==> src/rtl/row_pixel_packer_pkg.sv <==
// row_pixel_packer_pkg
// Purpose: constants and types shared between the row packer (write side)
//          and the row unpacking FIFO (read side). Both sides take their
//          pixel width and lane count from here, so the two cannot disagree
//          about which lane holds which pixel.
// Contents: PIX_W, PIX_PER_WORD, WORD_W, the packer FSM state encoding and
//           the words_per_row() helper.
package row_pixel_packer_pkg;

  localparam int PIX_W        = 8;
  localparam int PIX_PER_WORD = 8;
  localparam int WORD_W       = PIX_W * PIX_PER_WORD;
  localparam int LANE_W       = $clog2(PIX_PER_WORD);

  typedef enum logic [1:0] {
    ST_IDLE = 2'd0,
    ST_PACK = 2'd1,
    ST_DONE = 2'd2
  } state_e;

  // A row always starts a fresh word, so a partial last word still costs a
  // whole address.
  function automatic int words_per_row(input int row_len);
    return (row_len + PIX_PER_WORD - 1) / PIX_PER_WORD;
  endfunction

endpackage

==> src/rtl/row_pixel_packer_if.sv <==
// row_pixel_packer_if
// Purpose: groups the pixel stream handshake and the BRAM port A write bus.
// Signals:
//   pix_data/pix_valid  pixel source -> packer
//   pix_ready           packer -> pixel source
//   ena/wea/addra/dina  packer -> BRAM port A
// Modports: slave (the packer), master (the source/sink side).
interface row_pixel_packer_if #(
  parameter int ADDR_W = 8
);
  import row_pixel_packer_pkg::*;

  logic [PIX_W-1:0]  pix_data;
  logic              pix_valid;
  logic              pix_ready;
  logic              ena;
  logic              wea;
  logic [ADDR_W-1:0] addra;
  logic [WORD_W-1:0] dina;

  modport slave (
    input  pix_data, pix_valid,
    output pix_ready, ena, wea, addra, dina
  );

  modport master (
    output pix_data, pix_valid,
    input  pix_ready, ena, wea, addra, dina
  );

endinterface

==> src/rtl/row_pixel_packer_word_assembler.sv <==
// row_pixel_packer_word_assembler
// Purpose: collects accepted pixels LSB-first into one BRAM word and emits
//          the completed word with a one-cycle write strobe.
// Ports:
//   clk, reset   clock, synchronous active-high reset
//   clear_i      start of a frame: drop any partial word
//   pix_we_i     a pixel is accepted this cycle
//   pix_i        the accepted pixel
//   last_i       the accepted pixel ends its row (forces a partial word out)
//   complete_o   combinational: this accept finishes a word
//   word_o       registered completed word (valid while wr_o is high)
//   wr_o         registered write strobe, one cycle after the completing accept
module row_pixel_packer_word_assembler
  import row_pixel_packer_pkg::*;
(
  input  logic              clk,
  input  logic              reset,
  input  logic              clear_i,
  input  logic              pix_we_i,
  input  logic [PIX_W-1:0]  pix_i,
  input  logic              last_i,
  output logic              complete_o,
  output logic [WORD_W-1:0] word_o,
  output logic              wr_o
);

  logic [LANE_W-1:0] lane_q;
  logic [WORD_W-1:0] word_q, word_d;
  logic [WORD_W-1:0] out_q;
  logic              wr_q;

  // Current pixel merged into its lane; lanes above it are still 0, which
  // is exactly the zero fill a short row-end word needs.
  always_comb begin
    word_d = word_q;
    word_d[lane_q*PIX_W +: PIX_W] = pix_i;
  end

  assign complete_o = pix_we_i & ((lane_q == LANE_W'(PIX_PER_WORD - 1)) | last_i);

  always_ff @(posedge clk) begin
    if (reset) begin
      lane_q <= '0;
      word_q <= '0;
      out_q  <= '0;
      wr_q   <= 1'b0;
    end else begin
      wr_q <= 1'b0;
      if (clear_i) begin
        lane_q <= '0;
        word_q <= '0;
      end else if (pix_we_i) begin
        if (complete_o) begin
          lane_q <= '0;
          word_q <= '0;
          out_q  <= word_d;
          wr_q   <= 1'b1;
        end else begin
          lane_q <= lane_q + 1'b1;
          word_q <= word_d;
        end
      end
    end
  end

  assign word_o = out_q;
  assign wr_o   = wr_q;

endmodule

==> src/rtl/row_pixel_packer.sv <==
// row_pixel_packer
// Purpose: accepts output pixels one per cycle and writes them, packed
//          LSB-first, into BRAM port A. Every row starts on a fresh word.
// Ports:
//   clk, reset   clock, synchronous active-high reset (priority over all)
//   start        frame start pulse, honoured only in IDLE
//   base_addr    first word address, latched on an accepted start
//   bus          pixel handshake + BRAM port A (slave modport)
//   row_done     pulse with the write of a row's last word
//   frame_done   pulse with the write of the frame's last word
//   busy         high whenever not IDLE
//
// state | meaning
// IDLE  | waiting for start, pix_ready low
// PACK  | accepting pixels, pix_ready high
// DONE  | one cycle after the frame's last accept, last write goes out
module row_pixel_packer
  import row_pixel_packer_pkg::*;
#(
  parameter int ADDR_W   = 8,
  parameter int ROW_LEN  = 30,
  parameter int NUM_ROWS = 30
)(
  input  logic              clk,
  input  logic              reset,
  input  logic              start,
  input  logic [ADDR_W-1:0] base_addr,
  row_pixel_packer_if.slave bus,
  output logic              row_done,
  output logic              frame_done,
  output logic              busy
);

  state_e            state_q, state_d;
  logic [7:0]        col_q, row_q;
  logic [ADDR_W-1:0] addr_q, addra_q;
  logic              row_done_q, frame_done_q;
  logic              start_ok, accept, last_col, last_row, complete, wr;
  logic [WORD_W-1:0] word;

  assign start_ok = (state_q == ST_IDLE) & start;
  assign accept   = (state_q == ST_PACK) & bus.pix_valid;
  assign last_col = (col_q == 8'(ROW_LEN - 1));
  assign last_row = (row_q == 8'(NUM_ROWS - 1));

  row_pixel_packer_word_assembler u_asm (
    .clk        (clk),
    .reset      (reset),
    .clear_i    (start_ok),
    .pix_we_i   (accept),
    .pix_i      (bus.pix_data),
    .last_i     (last_col),
    .complete_o (complete),
    .word_o     (word),
    .wr_o       (wr)
  );

  always_comb begin
    state_d = state_q;
    case (state_q)
      ST_IDLE: if (start) state_d = ST_PACK;
      ST_PACK: if (accept && last_col && last_row) state_d = ST_DONE;
      ST_DONE: state_d = ST_IDLE;
      default: state_d = ST_IDLE;
    endcase
  end

  always_ff @(posedge clk) begin
    if (reset) begin
      state_q      <= ST_IDLE;
      col_q        <= '0;
      row_q        <= '0;
      addr_q       <= '0;
      addra_q      <= '0;
      row_done_q   <= 1'b0;
      frame_done_q <= 1'b0;
    end else begin
      state_q      <= state_d;
      row_done_q   <= 1'b0;
      frame_done_q <= 1'b0;
      if (start_ok) begin
        addr_q <= base_addr;
        col_q  <= '0;
        row_q  <= '0;
      end else if (accept) begin
        if (last_col) begin
          col_q <= '0;
          row_q <= row_q + 1'b1;
        end else begin
          col_q <= col_q + 1'b1;
        end
        // Address is captured at the completing accept so it lines up with
        // the assembler's registered word one cycle later.
        if (complete) begin
          addra_q      <= addr_q;
          addr_q       <= addr_q + 1'b1;
          row_done_q   <= last_col;
          frame_done_q <= last_col & last_row;
        end
      end
    end
  end

  assign bus.pix_ready = (state_q == ST_PACK);
  assign bus.ena       = wr;
  assign bus.wea       = wr;
  assign bus.addra     = addra_q;
  assign bus.dina      = word;
  assign row_done      = row_done_q;
  assign frame_done    = frame_done_q;
  assign busy          = (state_q != ST_IDLE);

endmodule

==> src/flat_wrapper.sv <==
// flat-port wrapper written by rule: the top's interface ports become plain ports
module row_pixel_packer_flat import row_pixel_packer_pkg::*;
#(
  parameter int ADDR_W   = 8,
  parameter int ROW_LEN  = 30,
  parameter int NUM_ROWS = 30
)
  (clk, reset, start, base_addr, row_done, frame_done, busy, bus_pix_data, bus_pix_valid, bus_pix_ready, bus_ena, bus_wea, bus_addra, bus_dina);
  row_pixel_packer_if #(.ADDR_W(ADDR_W)) bus_i ();
  input  logic clk;
  input  logic reset;
  input  logic start;
  input  logic [ADDR_W-1:0] base_addr;
  output logic row_done;
  output logic frame_done;
  output logic busy;
  input wire logic [$bits(bus_i.pix_data)-1:0] bus_pix_data;
  input wire logic [$bits(bus_i.pix_valid)-1:0] bus_pix_valid;
  output wire logic [$bits(bus_i.pix_ready)-1:0] bus_pix_ready;
  output wire logic [$bits(bus_i.ena)-1:0] bus_ena;
  output wire logic [$bits(bus_i.wea)-1:0] bus_wea;
  output wire logic [$bits(bus_i.addra)-1:0] bus_addra;
  output wire logic [$bits(bus_i.dina)-1:0] bus_dina;
  assign bus_i.pix_data = bus_pix_data;
  assign bus_i.pix_valid = bus_pix_valid;
  assign bus_pix_ready = bus_i.pix_ready;
  assign bus_ena = bus_i.ena;
  assign bus_wea = bus_i.wea;
  assign bus_addra = bus_i.addra;
  assign bus_dina = bus_i.dina;
  row_pixel_packer #(.ADDR_W(ADDR_W), .ROW_LEN(ROW_LEN), .NUM_ROWS(NUM_ROWS)) u_core (.clk(clk), .reset(reset), .start(start), .base_addr(base_addr), .bus(bus_i), .row_done(row_done), .frame_done(frame_done), .busy(busy));
endmodule
==> config.mk <==
export PLATFORM = sky130hd
export DESIGN_NAME = row_pixel_packer_flat
export DESIGN_NICKNAME = d
export VERILOG_FILES = /design/src/rtl/row_pixel_packer_pkg.sv /design/src/rtl/row_pixel_packer_if.sv /design/src/rtl/row_pixel_packer_word_assembler.sv /design/src/rtl/row_pixel_packer.sv /design/src/flat_wrapper.sv
export SDC_FILE = /design/constraint.sdc
export NUM_CORES = 1
export LEC_CHECK = 0
export ABC_AREA = 0
export BUFFER_PORTS_ARGS = -buffer_cell sky130_fd_sc_hd__buf_2
export CELL_PAD_IN_SITES_DETAIL_PLACEMENT = 0
export CELL_PAD_IN_SITES_GLOBAL_PLACEMENT = 1
export CORE_ASPECT_RATIO = 0.8
export CORE_MARGIN = 2
export CORE_UTILIZATION = 47
export CTS_CLUSTER_DIAMETER = 100
export DETAILED_ROUTE_END_ITERATION = 16
export PLACE_DENSITY = 0.86
export SYNTH_ARGS = -nofsm -noshare
export SYNTH_HDL_FRONTEND = slang
export SYNTH_HIERARCHICAL = 1
export SYNTH_SLANG_ARGS = --single-unit
==> constraint.sdc <==
create_clock -name clk -period 8.62 [get_ports clk]
set_clock_uncertainty 0.05 [all_clocks]
set_input_delay 0 -clock clk [delete_from_list [all_inputs] [get_ports clk]]
set_output_delay 0 -clock clk [all_outputs]
set_load 0.005 [all_outputs]
==> impl_results.md <==
* R2R setup slack at 4490 ps
* Final GP Congestion at 0.832
* Final design utilization at 55.4%
* Fin crit period at 4130 ps
* Clk sink count at 168
* RSZ-0062 raised after global routing: false
* Remaining routing DRC violations at 0
* Primary FF master, synth: dfxtp_1
* PortBufs at 97
* H-tree depth at 4
* Initial core utilization at 47.8%
* Pre-CTS setup slack at 4580 ps
* DIE WIDTH at 145 um
* HPWL Detailed at 12,800 um
* Share of the synthesized area in the top cell type at 45.0%
* Number of buffers created by CTS at 17
* Die Ht at 117 um
* Vias at 6,546
* Placed cell area at 7890 um^2
* Initial antenna violation count at 0
* Final Max Tran Viols at 0
* Syn Nets at 797
* Flops & latches, synth at 168
* Layout cells sized above 1 at 20.3%
* Count of max-cap constraint violations at 0
* Tcrit/Tclk final at 47.9%
* Area growth syn-to-layout at 15.9%
* Synth area leader: dfxtp_1
* Number of global-route vias before repair at 6,275
* Critical path arrival at 4420 ps
* Peak Freq at 0.242 GHz
* Critical path cell sequence: ha_1 > ha_1 > o21ai_2 > inv_4 > nand4b_1 > nor4_1 > xnor2_1 > a211oi_1
* Sequential cell area at 3360 um^2
* N_diodes at 0
* Crit path launch type: flop
* First-pass DRT Iterations at 5
* Syn Area/Cell at 9.78 um^2
* Worst Path Required at 8910 ps
* Depth of the most critical reg-to-reg path at 8
* CP Capture Point: u_core/addr_q[7]
* Worst path bufs/invs at 1
* Status: complete, no violations
* CTS tree: built
* Global route total overflow at 0
* Core ar. at 15,600 um^2
* Mapped Cells at 765
* Cell Rows at 41
* # nets final at 855
* Commonest non-fill, non-tap cell in the layout: dfxtp_1
* Clock latency on the worst-skew pair at 430 ps
* Register area share after synthesis at 45.0%
* Slowest cell on crit path: dfxtp_1
* Leading post-synthesis cells by cell area: dfxtp_1, a32o_1, a21oi_1
* Most used cell, CP: ha_1
* Worst slew pin tran at 1190 ps
* Crit path max fanout at 74
* Total GRT Usage at 24.1%
* R2R Path End: u_core/addr_q[7]
* Leak at 3.06 nW
* Hold Vio Cnt, Final at 0
* Synth unique cells at 67
* Top-level I/O count at 98
* CTS clk-pin slew, worst paths at 60 ps
* Root Driver: clkbuf_16
* Start point of the critical path: u_core/u_asm/lane_q[0]
* Final setup viols at 0
* WP depth at 8
* Synth Cell Area at 7480 um^2
* Average vias per placed instance at 6.23
* Global-route wire length before repair at 32,700 um
* Area of the multi-input gates at 3690 um^2
* Hold_ws at 162 ps
* Drt total wl at 20,500 um
* Reg2reg start: u_core/u_asm/lane_q[0]
* Most frequent cells in the layout: dfxtp_1, buf_2, a21oi_1, a32o_1, o21ai_0
* Hold WC Path Type: primary input to flop
* Max VDD drop at 0.133 mV
* Fin worst setup slack at 4490 ps
* Slew margin rel. at 20.5%
* Crit path capture type: flop
* Post-synth EDFFs at 0
* Max Buffers Root-to-Sink at 2
* Cell family with most CP delay: simple AND/OR/NAND/NOR gates
* Share of flip-flops with an asynchronous set or reset at 0%
* Die ar. at 16,900 um^2
* Power Dens Cells at 190 nW/um^2
* Crit path kind: flop to flop
* Fill cells at 1,353
* Wirelength per Cell at 19.5 um
* Ys Warns at 6
* Pin count of the biggest net entering global routing at 84
* Setup tns final at 0 ps
* Post-DRT Antenna Nets at 0
* Starting DRT DRC Count at 555
* Worst path max stage delay at 850 ps
* Design Area, Final at 8670 um^2
## cell usage after synthesis, drive strengths merged, types with 2 or more instances
library cell  number
a211oi            33
a2bb2oi            2
xor2               8
a311oi            48
nor2              28
dfxtp            168
nor3               5
and4b              3
or3                5
o311ai             3
inv               13
nor2b              4
or3b               3
and4               3
mux2               2
and2b              5
and3               9
a32o              49
nor4               8
nand2b             4
clkbuf            41
a32oi              6
nor4bb             2
or2                4
nand3             14
a21oi             76
and2               5
buf               39
a22oi             19
nand4             22
a22o              13
o21ai             45
xnor2              7
nand2             42
nor3b              3
a2bb2o             2
ha                12
## cell type report
type,instances,share of cell area (%)
clock buffer,21,5.42
multi-input combinational,504,42.5
tap,215,3.10
inverter,13,0.592
sequential,168,38.8
clock inverter,11,1.40
timing repair buffer,119,8.20
## layer usage
layer / up-vias / part of all wire [%] / routed length (um) / GRT usage (%)
li1: 3098 / - / - / -
met4: 0 / 1.6 / 338 / 9.70
met2: 273 / 44 / 8960 / 36.9
met5: - / 0 / 0 / 0
met3: 31 / 8.2 / 1670 / 5.74
met1: 3144 / 47 / 9540 / 33.3
## stage by stage
step           std cells  power, mW
5_1_grt             1051       1.70
3_5_place_dp        1002      0.897
6_report            1051       1.65
3_3_place_gp        1002      0.895
4_1_cts             1050       1.66
2_1_floorplan        765      0.872
## registers in the layout, indices dropped and copies added (netlist names)
signal / cells
u_core/row_done: 1
u_core/frame_done: 1
u_core/u_asm/word_q: 64
u_core/addr_q: 8
u_core/u_asm/wr_o: 1
u_core/bus.addra: 8
u_core/col_q: 8
u_core/row_q: 8
u_core/u_asm/lane_q: 3
u_core/u_asm/word_o: 64
u_core/state_q: 2
## worst min-delay path by stage
stage / from / to / slack [ps] / depth (start not counted)
floorplan: bus_pix_data[1] / u_core/u_asm/word_q[1] / 100 / 1
global placement: base_addr[0] / u_core/addr_q[0] / 240 / 3
detailed placement: base_addr[4] / u_core/addr_q[4] / 250 / 3
CTS: bus_pix_valid / u_core/bus.addra[7] / 150 / 4
global route: bus_pix_valid / u_core/row_q[2] / 200 / 4
finish: bus_pix_valid / u_core/bus.addra[7] / 160 / 4
## logic make-up after synthesis
group	synth area share, %
flip-flops	45.0
buffers and inverters	5.89
adder cells (fa/ha/maj)	2.01
AND/OR/NAND/NOR	13.9
XOR/XNOR	1.76
multiplexers	0.301
AO/OA/AOI/OAI	31.2
## power by group
part           internal [mW]  switching [mW]
registers              0.781         0.00610
logic                 0.0323          0.0709
clock network          0.449           0.309
total                   1.26           0.386
## timing repair
| item | in CTS | in global routing |
|---|---|---|
| hold buffers | 16 | 0 |
| endpoints found under the hold margin | 31 | 0 |
| buffers inserted | 0 | 0 |
| resized for setup | 0 | 0 |
## tightest hold or removal path, cell delays in order
cell	delay, ps
buf_2	110
and4b_1	310
nand2_1	120
a21oi_1	50
Note: power is estimated with default switching activity, not from simulation.
